--- src/rtl/bitwise_pkg.sv ---
// Shared encodings for the bitwise logic pipe: op codes, mode values, REDUCE FSM states.
package bitwise_pkg;

    localparam logic [2:0] OP_AND  = 3'b000;
    localparam logic [2:0] OP_OR   = 3'b001;
    localparam logic [2:0] OP_XOR  = 3'b010;
    localparam logic [2:0] OP_XNOR = 3'b011;
    localparam logic [2:0] OP_NAND = 3'b100;
    localparam logic [2:0] OP_NOR  = 3'b101;
    localparam logic [2:0] OP_ANDN = 3'b110;
    localparam logic [2:0] OP_PASS = 3'b111;

    localparam logic MODE_PAIR   = 1'b0;
    localparam logic MODE_REDUCE = 1'b1;

    typedef enum logic [0:0] {
        ST_IDLE  = 1'b0,
        ST_ACCUM = 1'b1
    } state_e;

endpackage

--- src/rtl/bitwise_op_core.sv ---
// Combinational N-bit bitwise operator: y = a OP b.
module bitwise_op_core
    import bitwise_pkg::*;
#(
    parameter int unsigned N = 32
) (
    input  logic [2:0]   op,
    input  logic [N-1:0] a,
    input  logic [N-1:0] b,
    output logic [N-1:0] y
);

    // Decode the op code into one of the eight bitwise functions.
    always_comb begin
        y = a;
        unique case (op)
            OP_AND:  y = a & b;
            OP_OR:   y = a | b;
            OP_XOR:  y = a ^ b;
            OP_XNOR: y = ~(a ^ b);
            OP_NAND: y = ~(a & b);
            OP_NOR:  y = ~(a | b);
            OP_ANDN: y = a & ~b;
            OP_PASS: y = a;
            default: y = a;
        endcase
    end

endmodule

--- src/rtl/bitwise_logic_pipe.sv ---
// Streaming bitwise logic unit: PAIR mode (i0 OP i1 per beat) and REDUCE mode (fold i0 over a
// first..last frame), valid/ready in, registered output stage.
// Optional feature macro: BITWISE_PARITY_EN adds out_parity and out_zero.
module bitwise_logic_pipe
    import bitwise_pkg::*;
#(
    parameter int unsigned N     = 32,
    parameter int unsigned CNT_W = 8
) (
    input  logic             clk,
    input  logic             rst,
    input  logic             in_valid,
    output logic             in_ready,
    input  logic [2:0]       in_op,
    input  logic             in_mode,
    input  logic             in_first,
    input  logic             in_last,
    input  logic [N-1:0]     i0,
    input  logic [N-1:0]     i1,
    output logic             out_valid,
    input  logic             out_ready,
    output logic [N-1:0]     out_data,
    output logic [CNT_W-1:0] out_count,
`ifdef BITWISE_PARITY_EN
    output logic             out_parity,
    output logic             out_zero,
`endif
    output logic             frame_err
);

    localparam logic [CNT_W-1:0] CntMax = {CNT_W{1'b1}};
    localparam logic [CNT_W-1:0] CntOne = CNT_W'(1);

    state_e           state_q, state_d;
    logic [N-1:0]     acc_q, acc_d;
    logic [CNT_W-1:0] beats_q, beats_d;
    logic             out_valid_q, out_valid_d;
    logic [N-1:0]     out_data_q, out_data_d;
    logic [CNT_W-1:0] out_count_q, out_count_d;
    logic             frame_err_q, frame_err_d;
`ifdef BITWISE_PARITY_EN
    logic             out_parity_q, out_parity_d;
    logic             out_zero_q, out_zero_d;
`endif

    logic [N-1:0]     pair_y;
    logic [N-1:0]     fold_y;
    logic             accept;
    logic             restart;
    logic [N-1:0]     acc_new;
    logic [CNT_W-1:0] beats_new;

    bitwise_op_core #(.N(N)) u_pair_core (
        .op (in_op),
        .a  (i0),
        .b  (i1),
        .y  (pair_y)
    );

    bitwise_op_core #(.N(N)) u_fold_core (
        .op (in_op),
        .a  (acc_q),
        .b  (i0),
        .y  (fold_y)
    );

    assign in_ready = !out_valid_q || out_ready;
    assign accept   = in_valid && in_ready;

    // Value the accumulator takes on a REDUCE beat; a beat in IDLE or a new first starts over.
    always_comb begin
        restart   = (state_q == ST_IDLE) || in_first;
        acc_new   = restart ? i0 : fold_y;
        beats_new = CntOne;
        if (!restart) begin
            beats_new = (beats_q == CntMax) ? CntMax : beats_q + CntOne;
        end
    end

    // REDUCE FSM next state and output-stage load decisions.
    always_comb begin
        state_d     = state_q;
        acc_d       = acc_q;
        beats_d     = beats_q;
        out_valid_d = out_valid_q;
        out_data_d  = out_data_q;
        out_count_d = out_count_q;
        frame_err_d = 1'b0;

        // A pending result leaves once downstream takes it; a new load below overrides.
        if (out_valid_q && out_ready) begin
            out_valid_d = 1'b0;
        end

        if (accept) begin
            if (in_mode == MODE_PAIR) begin
                out_valid_d = 1'b1;
                out_data_d  = pair_y;
                out_count_d = CntOne;
            end else begin
                acc_d       = acc_new;
                beats_d     = beats_new;
                frame_err_d = (state_q == ST_ACCUM) && in_first;
                if (in_last) begin
                    state_d     = ST_IDLE;
                    out_valid_d = 1'b1;
                    out_data_d  = acc_new;
                    out_count_d = beats_new;
                end else begin
                    state_d = ST_ACCUM;
                end
            end
        end
    end

`ifdef BITWISE_PARITY_EN
    // Status flags track whatever out_data is loaded with.
    always_comb begin
        out_parity_d = out_parity_q;
        out_zero_d   = out_zero_q;
        if (accept && ((in_mode == MODE_PAIR) || in_last)) begin
            out_parity_d = ^out_data_d;
            out_zero_d   = (out_data_d == '0);
        end
    end
`endif

    // State and output registers with synchronous reset.
    always_ff @(posedge clk) begin
        if (rst) begin
            state_q      <= ST_IDLE;
            acc_q        <= '0;
            beats_q      <= '0;
            out_valid_q  <= 1'b0;
            out_data_q   <= '0;
            out_count_q  <= '0;
            frame_err_q  <= 1'b0;
`ifdef BITWISE_PARITY_EN
            out_parity_q <= 1'b0;
            out_zero_q   <= 1'b0;
`endif
        end else begin
            state_q      <= state_d;
            acc_q        <= acc_d;
            beats_q      <= beats_d;
            out_valid_q  <= out_valid_d;
            out_data_q   <= out_data_d;
            out_count_q  <= out_count_d;
            frame_err_q  <= frame_err_d;
`ifdef BITWISE_PARITY_EN
            out_parity_q <= out_parity_d;
            out_zero_q   <= out_zero_d;
`endif
        end
    end

    assign out_valid  = out_valid_q;
    assign out_data   = out_data_q;
    assign out_count  = out_count_q;
    assign frame_err  = frame_err_q;
`ifdef BITWISE_PARITY_EN
    assign out_parity = out_parity_q;
    assign out_zero   = out_zero_q;
`endif

endmodule

--- config.mk ---
export PLATFORM = sky130hd
export DESIGN_NAME = bitwise_logic_pipe
export DESIGN_NICKNAME = d
export VERILOG_FILES = /design/src/rtl/bitwise_pkg.sv /design/src/rtl/bitwise_op_core.sv /design/src/rtl/bitwise_logic_pipe.sv
export SDC_FILE = /design/constraint.sdc
export NUM_CORES = 1
export LEC_CHECK = 0
export CAP_MARGIN = 20
export CORE_MARGIN = 2
export CORE_UTILIZATION = 62
export CTS_BUF_LIST = sky130_fd_sc_hd__clkbuf_8 sky130_fd_sc_hd__clkbuf_16
export DETAILED_ROUTE_END_ITERATION = 7
export PLACE_DENSITY = 0.95
export SLEW_MARGIN = 20
export SYNTH_ARGS = -nofsm -noshare
export SYNTH_HDL_FRONTEND = slang
export SYNTH_SLANG_ARGS = --single-unit
--- constraint.sdc ---
create_clock -name clk -period 3.6 [get_ports clk]
set_input_delay 0.54 -clock clk [delete_from_list [all_inputs] [get_ports clk]]
set_output_delay 0.54 -clock clk [all_outputs]
set_load 0.05 [all_outputs]
# Yosys cells after proc, flatten, opt, wreduce, memory -nomap -nowiden
# Cells that the tools add are included.
[op_classes] eq_ne=9 n_reduce_logical=10 n_div=0 bitwise=19 magnitude_cmp=0 n_addsub=1 multipliers=0 shifts=0 mux=14
[op_table] operator="one-hot mux 32 bit (8 select lines)" count=2
[op_table] operator="NOT 32 bit" count=8
[op_table] operator="AND 32 bit" count=4
[op_table] operator="2-to-1 mux 32 bit" count=3
[op_table] operator="OR 32 bit" count=2
[op_table] operator="bitwise XOR 32 bit" count=2
[op_table] operator="2-to-1 mux 8 bit" count=4
[op_table] operator="equality test 3 bit (second input constant)" count=4
[op_table] operator="adder 8 x 1 -> 8 bit (second input constant)" count=1
[op_table] operator="equality test 8 bit (second input constant)" count=1
[op_table] operator="equality test 3 x 2 -> 1 bit (second input constant)" count=2
[op_table] operator="2-to-1 mux 1 bit" count=5
[op_table] operator="AND reduction 2 bit" count=2
[op_table] operator="equality test 3 x 1 -> 1 bit (second input constant)" count=1
[op_table] operator="logical AND 1 bit" count=3
[op_table] operator="zero test 3 bit" count=1
[op_table] operator="NOT 1 bit" count=3
[op_table] operator="OR reduction 3 bit" count=1
[op_table] operator="logical OR 1 bit" count=2
[op_table] operator="inequality test 2 x 1 -> 1 bit (second input constant)" count=1
[op_table] operator="zero test 1 bit" count=1
[totals] ff_bits=83 word_cells=60 rom_bits=0 ramBits=0 memories=0 latchBits=0 inputBits=74

# Longest topological paths before layout
# Gate-level depths: netlist of run 1.
[logic_depth] ltp_word=6 ltp_mapped=10 ltp_nobuf=7

# Hierarchy
# From an unflattened synthesis of run 1, not the netlist that was laid out.
[hier_totals] hier_cells=1443 area_unflattened_um2=11165.7
[modules_own_cells] mod="bitwise_op_core" seq_area_each_um2=0.0 area_each_um2=3668.5 cells_each=528 n_inst=2
[modules_own_cells] mod="bitwise_logic_pipe" seq_area_each_um2=1661.6 area_each_um2=3828.7 cells_each=387 n_inst=1

# Worst setup path after synthesis of run 1
# No wires, ideal clock.
[synth_timing] path_kind="flip-flop to flip-flop" start="register out_valid_q (netlist: out_valid)" end="register out_data_q[18] (netlist: out_data[18])" t_required_ns=3.480 setup_time_ns=0.120 t_arrival_ns=2.111 setup_slack_ns=1.369 synth_period_minus_slack_ns=2.231 n_path_buf=1 stages_incl_launch_ff=8 path_cell_list="dfxtp_1 nor2b_1 inv_1 and3_1 clkbuf_1 nand2_1 a211oi_1 a211o_1"
[synth_between] elab_chain_cells=4
[synth_rtl] item="start: declaration" line="bitwise_logic_pipe.sv:37" source="logic out_valid_q, out_valid_d;"
[synth_rtl] item="start signal: assignment" line="bitwise_logic_pipe.sv:146" source="out_valid_q <= out_valid_d;"
[synth_rtl] item="zero test 1 bit" line="bitwise_logic_pipe.sv:67" source="assign in_ready = !out_valid_q || out_ready;"
[synth_rtl] item="logical OR 1 bit" line="bitwise_logic_pipe.sv:67"
[synth_rtl] item="net in_ready" line="bitwise_logic_pipe.sv:13" source="output logic in_ready,"
[synth_rtl] item="logical AND 1 bit" line="bitwise_logic_pipe.sv:68" source="assign accept = in_valid && in_ready;"
[synth_rtl] item="AND reduction 2 bit (no source line)"
[synth_rtl] item="end signal: assignment" line="bitwise_logic_pipe.sv:147" source="out_data_q <= out_data_d;"
[synth_rtl] item="end: declaration" line="bitwise_logic_pipe.sv:38" source="logic [N-1:0] out_data_q, out_data_d;"
# The timed path passes the listed nets, and every way through them passes these cells.
# A chain may end at the register's enable or synchronous reset.

# Worst setup path in the final report of run 1
[layout_timing] start="input out_ready" end="output in_ready"
[layout_between] elab_chain_cells=1
[layout_rtl] item="start: declaration" line="bitwise_logic_pipe.sv:21" source="input logic out_ready,"
[layout_rtl] item="logical OR 1 bit" line="bitwise_logic_pipe.sv:67"
[layout_rtl] item="end: declaration" line="bitwise_logic_pipe.sv:13"
# Every way passes these cells.

==> results of run 1 <==
[worst min path at each step]
stage | slack, ps | endpoint | start
after floorplan | 450 | frame_err | state_q
after global placement | 450 | out_count[4] | out_count[4]
after detailed placement | 450 | out_count[2] | out_count[2]
after CTS | 460 | out_count[2] | out_count[2]
after global routing | 470 | out_count[2] | out_count[2]
final | 460 | out_count[2] | out_count[2]
[state kept, by name, indices dropped and copies added, names as in the netlist]
name and cells:
acc_q 32, beats_q 8, frame_err 1, out_count 8, out_data 32, out_valid 1, state_q 1
[power groups by stage]
stage / logic (mW) / clock network, mW / registers (mW)
6_report: 1.22 / 1.00 / 1.03
5_1_grt: 1.32 / 1.03 / 1.04
4_1_cts: 1.20 / 0.999 / 1.03
3_5_place_dp: 1.19 / 0 / 1.05
3_3_place_gp: 1.13 / 0 / 1.04
2_1_floorplan: 0.739 / 0 / 1.14
[cell families (layout without fill, tap and decap cells)]
group | after synthesis | after routing | synth area share (%)
AO/OA/AOI/OAI | 351 | 351 | 24.1
AND/OR/NAND/NOR | 326 | 326 | 15.0
buffers and inverters | 219 | 272 | 9.56
adder cells (fa/ha/maj) | 193 | 193 | 22.6
flip-flops | 83 | 83 | 15.6
multiplexers | 61 | 61 | 8.80
XOR/XNOR | 53 | 53 | 4.35
[cells in the final DEF (no fill, tap or decap), types with 6 or more instances in the layout]
master             n
or3_1             15
xor2_1            30
dfxtp_1           83
inv_1            106
a311oi_1          31
mux2i_1           18
nand2_1          108
mux4_2            24
o221ai_1          52
clkbuf_16          9
a221oi_1          24
a22oi_1           22
ha_1             193
a211o_1            8
mux2_2            18
o21bai_1          12
a211oi_1          20
o21a_1             6
nor3_1            17
o22ai_1           10
nand2b_1          42
nand3_1           18
o21ai_0           41
xnor2_1           23
a21oi_1           70
clkdlybuf4s50_1  112
buf_4             31
nor2_1            67
nor2b_1           23
a32o_1             6
[per-layer routing]
metal	share of wire, %	up-vias	global-route usage [%]	routed length, um
li1	-	4744	-	-
met1	38	4879	41.4	11600
met2	48	695	56.0	14600
met3	11	121	7.07	3440
met4	3.4	0	14.8	1030
met5	0	-	0	0
[metrics by stage]
step	hold WS, ps	util, %	power, mW	std cells	setup slack (ps)
6_report	463	72.2	3.25	1559	879
5_1_grt	473	72.2	3.39	1559	815
4_1_cts	461	72.2	3.23	1559	869
3_5_place_dp	447	70.4	2.23	1543	806
3_3_place_gp	446	70.4	2.17	1543	868
2_1_floorplan	449	-	1.88	1286	1370
[final cells by class]
class                      instances  area (um^2)  share of cell area (%)
sequential                        83         1660                    13.8
timing repair buffer             148         1420                    11.7
clock inverter                     6         66.3                   0.550
inverter                         108          405                    3.36
multi-input combinational        984         8000                    66.3
clock buffer                      10          239                    1.98
tap                              220          275                    2.28
[critical path: cells and delay by family]
kind	cells	cell delay, ps
buffers and inverters	4	1590
and+or+nand+nor	1	50
==> reports/summary.txt, run 1 <==
clk_lat worst skew: 360 ps
Peak VDD IR: 0.299 mV
drt initial violations: 1,228
FF+latch count, synth: 83
Wirelength per Cell: 19.6 um
setup violators final: 0
fin nets: 1,601
Max transition margin: 27.7%
Switching Share: 37.2%
final period utilization: 75.6%
Sinks on Clock Net: 83
Hold WC Path Type: reg -> reg
Cell variety after synth: 70
crit path launch: out_ready
first drt pass iteration count: 6
DR vias/cell: 6.70
Final Hold Vio Count: 0
total track usage: 33.4%
Post-synth EDFFs: 0
post-synthesis net count: 1,553
drt drc: 0
first-pass GRT wire length: 49,600 um
max_cap viols: 0
clock group share of total power: 30.9%
filler instances: 1,203
slowest CP cell: clkdlybuf4s50_1
top-area cell type share of the netlist area: 22.6%
Slew Limit Fails: 0
vias in the first global route: 10,200
crit-path cells: clkdlybuf4s50_1 > nor2b_1 > buf_4 > inv_1 > clkdlybuf4s50_1
CP most frequent cell: clkdlybuf4s50_1
Worst R2R Start: state_q
count leader, synth: ha_1
Chip Height: 135 um
leading area contributor after synthesis: ha_1
initial antenna violation count: 0
port bufs: 116
min Tclk post-route: 2720 ps
net switching power: 1.21 mW
most frequent cells after synthesis: ha_1 (193), nand2_1 (108), inv_1 (106)
CTS tree: yes
top_reg_cell synth: dfxtp_1
Post-Place Cell Area: 11,800 um^2
critical path launch point type: input port
setup TNS: 0 ps
Reg clk slew, reported paths: 60 ps
post-route ant nets: 0
layout cells sized above 1: 8.22%
Critical Path Sink Type: primary output
# rows: 47
r2r endpoint: out_data[4]
Critical Path Sink: in_ready
GPL Wtd Cong: 0.836
TritonCTS buffer count: 9
post-DP HPWL: 20,200 um
area of the mapped netlist: 10,700 um^2
asr flop ratio synth: 0%
Syn. warnings: 0
H-Tree Depth: 3
cell count after synthesis: 1,286
Hold Path Cell Cnt: 2
hold_buf cts: 0
RSZ-0062 raised after global routing: no
slew of the pin with the lowest slew margin: 1080 ps
io pins: 117
leakage power: 5.14 nW
area delta synth->final: 13.1%
Sequential Power Share: 31.7%
Die W: 135 um
CP required: 3060 ps
largest net degree at the start of global routing: 107
status: complete, no violations
GRT overflow: 0
root buf cell: clkbuf_16
Design Area, Final: 12,100 um^2
die area: 18,300 um^2
CP arrival: 2180 ps
synthesized area per cell: 8.29 um^2
Logic pwr share: 37.5%
Fmax: 367 MHz
initial core utilization: 63.9%
largest cells by area after synthesis: ha_1 (23%), dfxtp_1 (16%), mux4_2 (5.1%)
Core ar.: 16,700 um^2
R2R Setup Slk: 1330 ps
Post CTS Setup Buffer Count: 0
register area share after synthesis: 15.6%
Pint: 2.04 mW
final WL: 30,600 um
worst-case clock buffer depth: 2
CP Max Fanout: 6
power density cells: 270 nW/um^2
Setup CP Type: in -> out
Clock Skew: 9.12 ps
worst-case reg-to-reg path depth: 5
PostCTS Resize Cnt: 0
Slowest Stage Delay on Critical Path: 830 ps
# diodes: 0
DR vias: 10,400
Power figures use the tool's default switching activity.
==> run 2, diff against run 1 <==
Settings changed: CORE_UTILIZATION 62 to 53, PLACE_DENSITY 0.95 to 0.9.
Clock period 3.6 ns to 2.36 ns, I/O delays scaled along.
==> reports/summary.txt, run 2 (synthesized netlist as in run 1, its figures left out) <==
Critical Path Sink Type: register
max_cap viols: 0
Slowest Stage Delay on Critical Path: 540 ps
Wirelength per Cell: 18.8 um
CP arrival: 2370 ps
Reg clk slew, reported paths: 80 ps
TritonCTS buffer count: 9
hold_buf cts: 0
layout cells sized above 1: 13.0%
port bufs: 116
# rows: 51
vias in the first global route: 10,800
DR vias: 10,600
first drt pass iteration count: 6
drt drc: 0
setup violators final: 0
power density cells: 395 nW/um^2
worst-case reg-to-reg path depth: 7
post-DP HPWL: 22,100 um
non-filler instance count after layout: 1,677
GRT overflow: 0
leakage power: 5.51 nW
Slew Limit Fails: 0
most used routing layer: met2
final period utilization: 87.9%
die area: 21,300 um^2
Total Power: 5.02 mW
Die W: 146 um
most frequent cells in the layout: ha_1 (193), clkdlybuf4s50_1 (111), nand2_1 (108)
Worst R2R Start: acc_q[18]
r2r endpoint: acc_q[18]
worst-case clock buffer depth: 2
Final Hold Vio Count: 0
Endpoint, Worst Hold: out_count[7]
Max transition margin: 60.4%
clk_lat worst skew: 360 ps
H-Tree Depth: 3
setup TNS: 0 ps
Fmax: 482 MHz
fin nets: 1,673
hold path start: rst
Hold WC Path Type: in -> reg
slowest CP cell: clkdlybuf4s50_1
drt initial violations: 1,039
initial antenna violation count: 1
post-route ant nets: 0
Peak VDD IR: 0.430 mV
total track usage: 29.1%
RSZ-0062 raised after global routing: no
Setup CP Type: in -> reg
GR Layer Usage met3: 5.05%
GRT met1 Usage: 35.4%
final WL: 31,600 um
io pins: 117
placed insts: 1,660
min Tclk post-route: 2080 ps
Chip Height: 146 um
status: complete, no violations
PostCTS Resize Cnt: 0
R2R Setup Slk: 400 ps
GPL Wtd Cong: 0.875
final worst slack: 284 ps
CP required: 2660 ps
Post CTS Setup Buffer Count: 0
root buf cell: clkbuf_16
crit-path cells: clkdlybuf4s50_1 > inv_1 > ha_1 > nor2b_1 > o311ai_1 > a211oi_1 > or3_1 > a21oi_1
largest net degree at the start of global routing: 43
Hold Path Cell Cnt: 3
dpl ws: -66.4 ps
Core ar.: 19,600 um^2
area delta synth->final: 19.2%
most common cell after layout, fill and taps aside: ha_1
initial core utilization: 54.4%
slew of the pin with the lowest slew margin: 592 ps
Sinks on Clock Net: 83
first-pass GRT wire length: 51,500 um
CTS tree: yes
CP Max Fanout: 4
DR vias/cell: 6.32
Post-Place Cell Area: 12,400 um^2
critical path launch point type: input port
Clock Skew: 9.65 ps
Design Area, Final: 12,700 um^2
GRT met2 Usage: 49.2%
==> run 2: changes by cell type in the layout (fill, tap and decap cells not counted), moves of 2 or more <==
cell	before	now
buf_12	2	8
inv_8	0	3
clkinv_4	2	0
buf_4	31	98
inv_6	0	2
==> run 2: final cells by class <==
cell class | instances | area [um^2]
Multi-Input combinational cell | 984 | 7990
Fill cell | 1541 | 6880
Timing Repair Buffer | 220 | 2030
Sequential cell | 83 | 1660
Inverter | 108 | 405
Tap cell | 265 | 332
Clock buffer | 9 | 225
Clock inverter | 7 | 66.3
Antenna cell | 1 | 2.50
==> run 2: stage by stage <==
stage / hold WS, ps / util, %
after global routing: 387 / 64.9
after CTS: 361 / 64.9
after global placement: 439 / 63.4
after detailed placement: 452 / 63.4
after floorplan: 449 / -
final: 388 / 64.9
==> run 2: worst max-delay path, delay by kind of cell <==
kind                       cells  cell delay, ps
buffers and inverters          2             620
AOI/OAI and AO/OA              3             580
and+or+nand+nor                2             500
adders and majority gates      1             310
==> run 2: metal layers <==
metal	share of wire, %	vias up
li1	-	4905
met2	48	588
met3	9.5	106
met1	39	5001
met5	0	-
met4	3.7	0
==> run 2: how the worst max path moves through the flow <==
stage,startpoint,end,slack [ps],cells past startpoint
finish,i0[20],acc_q[20],280,8
global route,i0[23],acc_q[23],150,8
floorplan,out_valid,out_data[18],130,7
global placement,i0[23],acc_q[23],30,8
CTS,i0[23],acc_q[23],320,8
detailed placement,i0[23],acc_q[23],-70,8
==> run 2: where the power goes <==
part / internal [mW] / switching, mW
sequential: 1.48 / 0.0823
combinational: 0.873 / 1.10
clock: 0.746 / 0.737
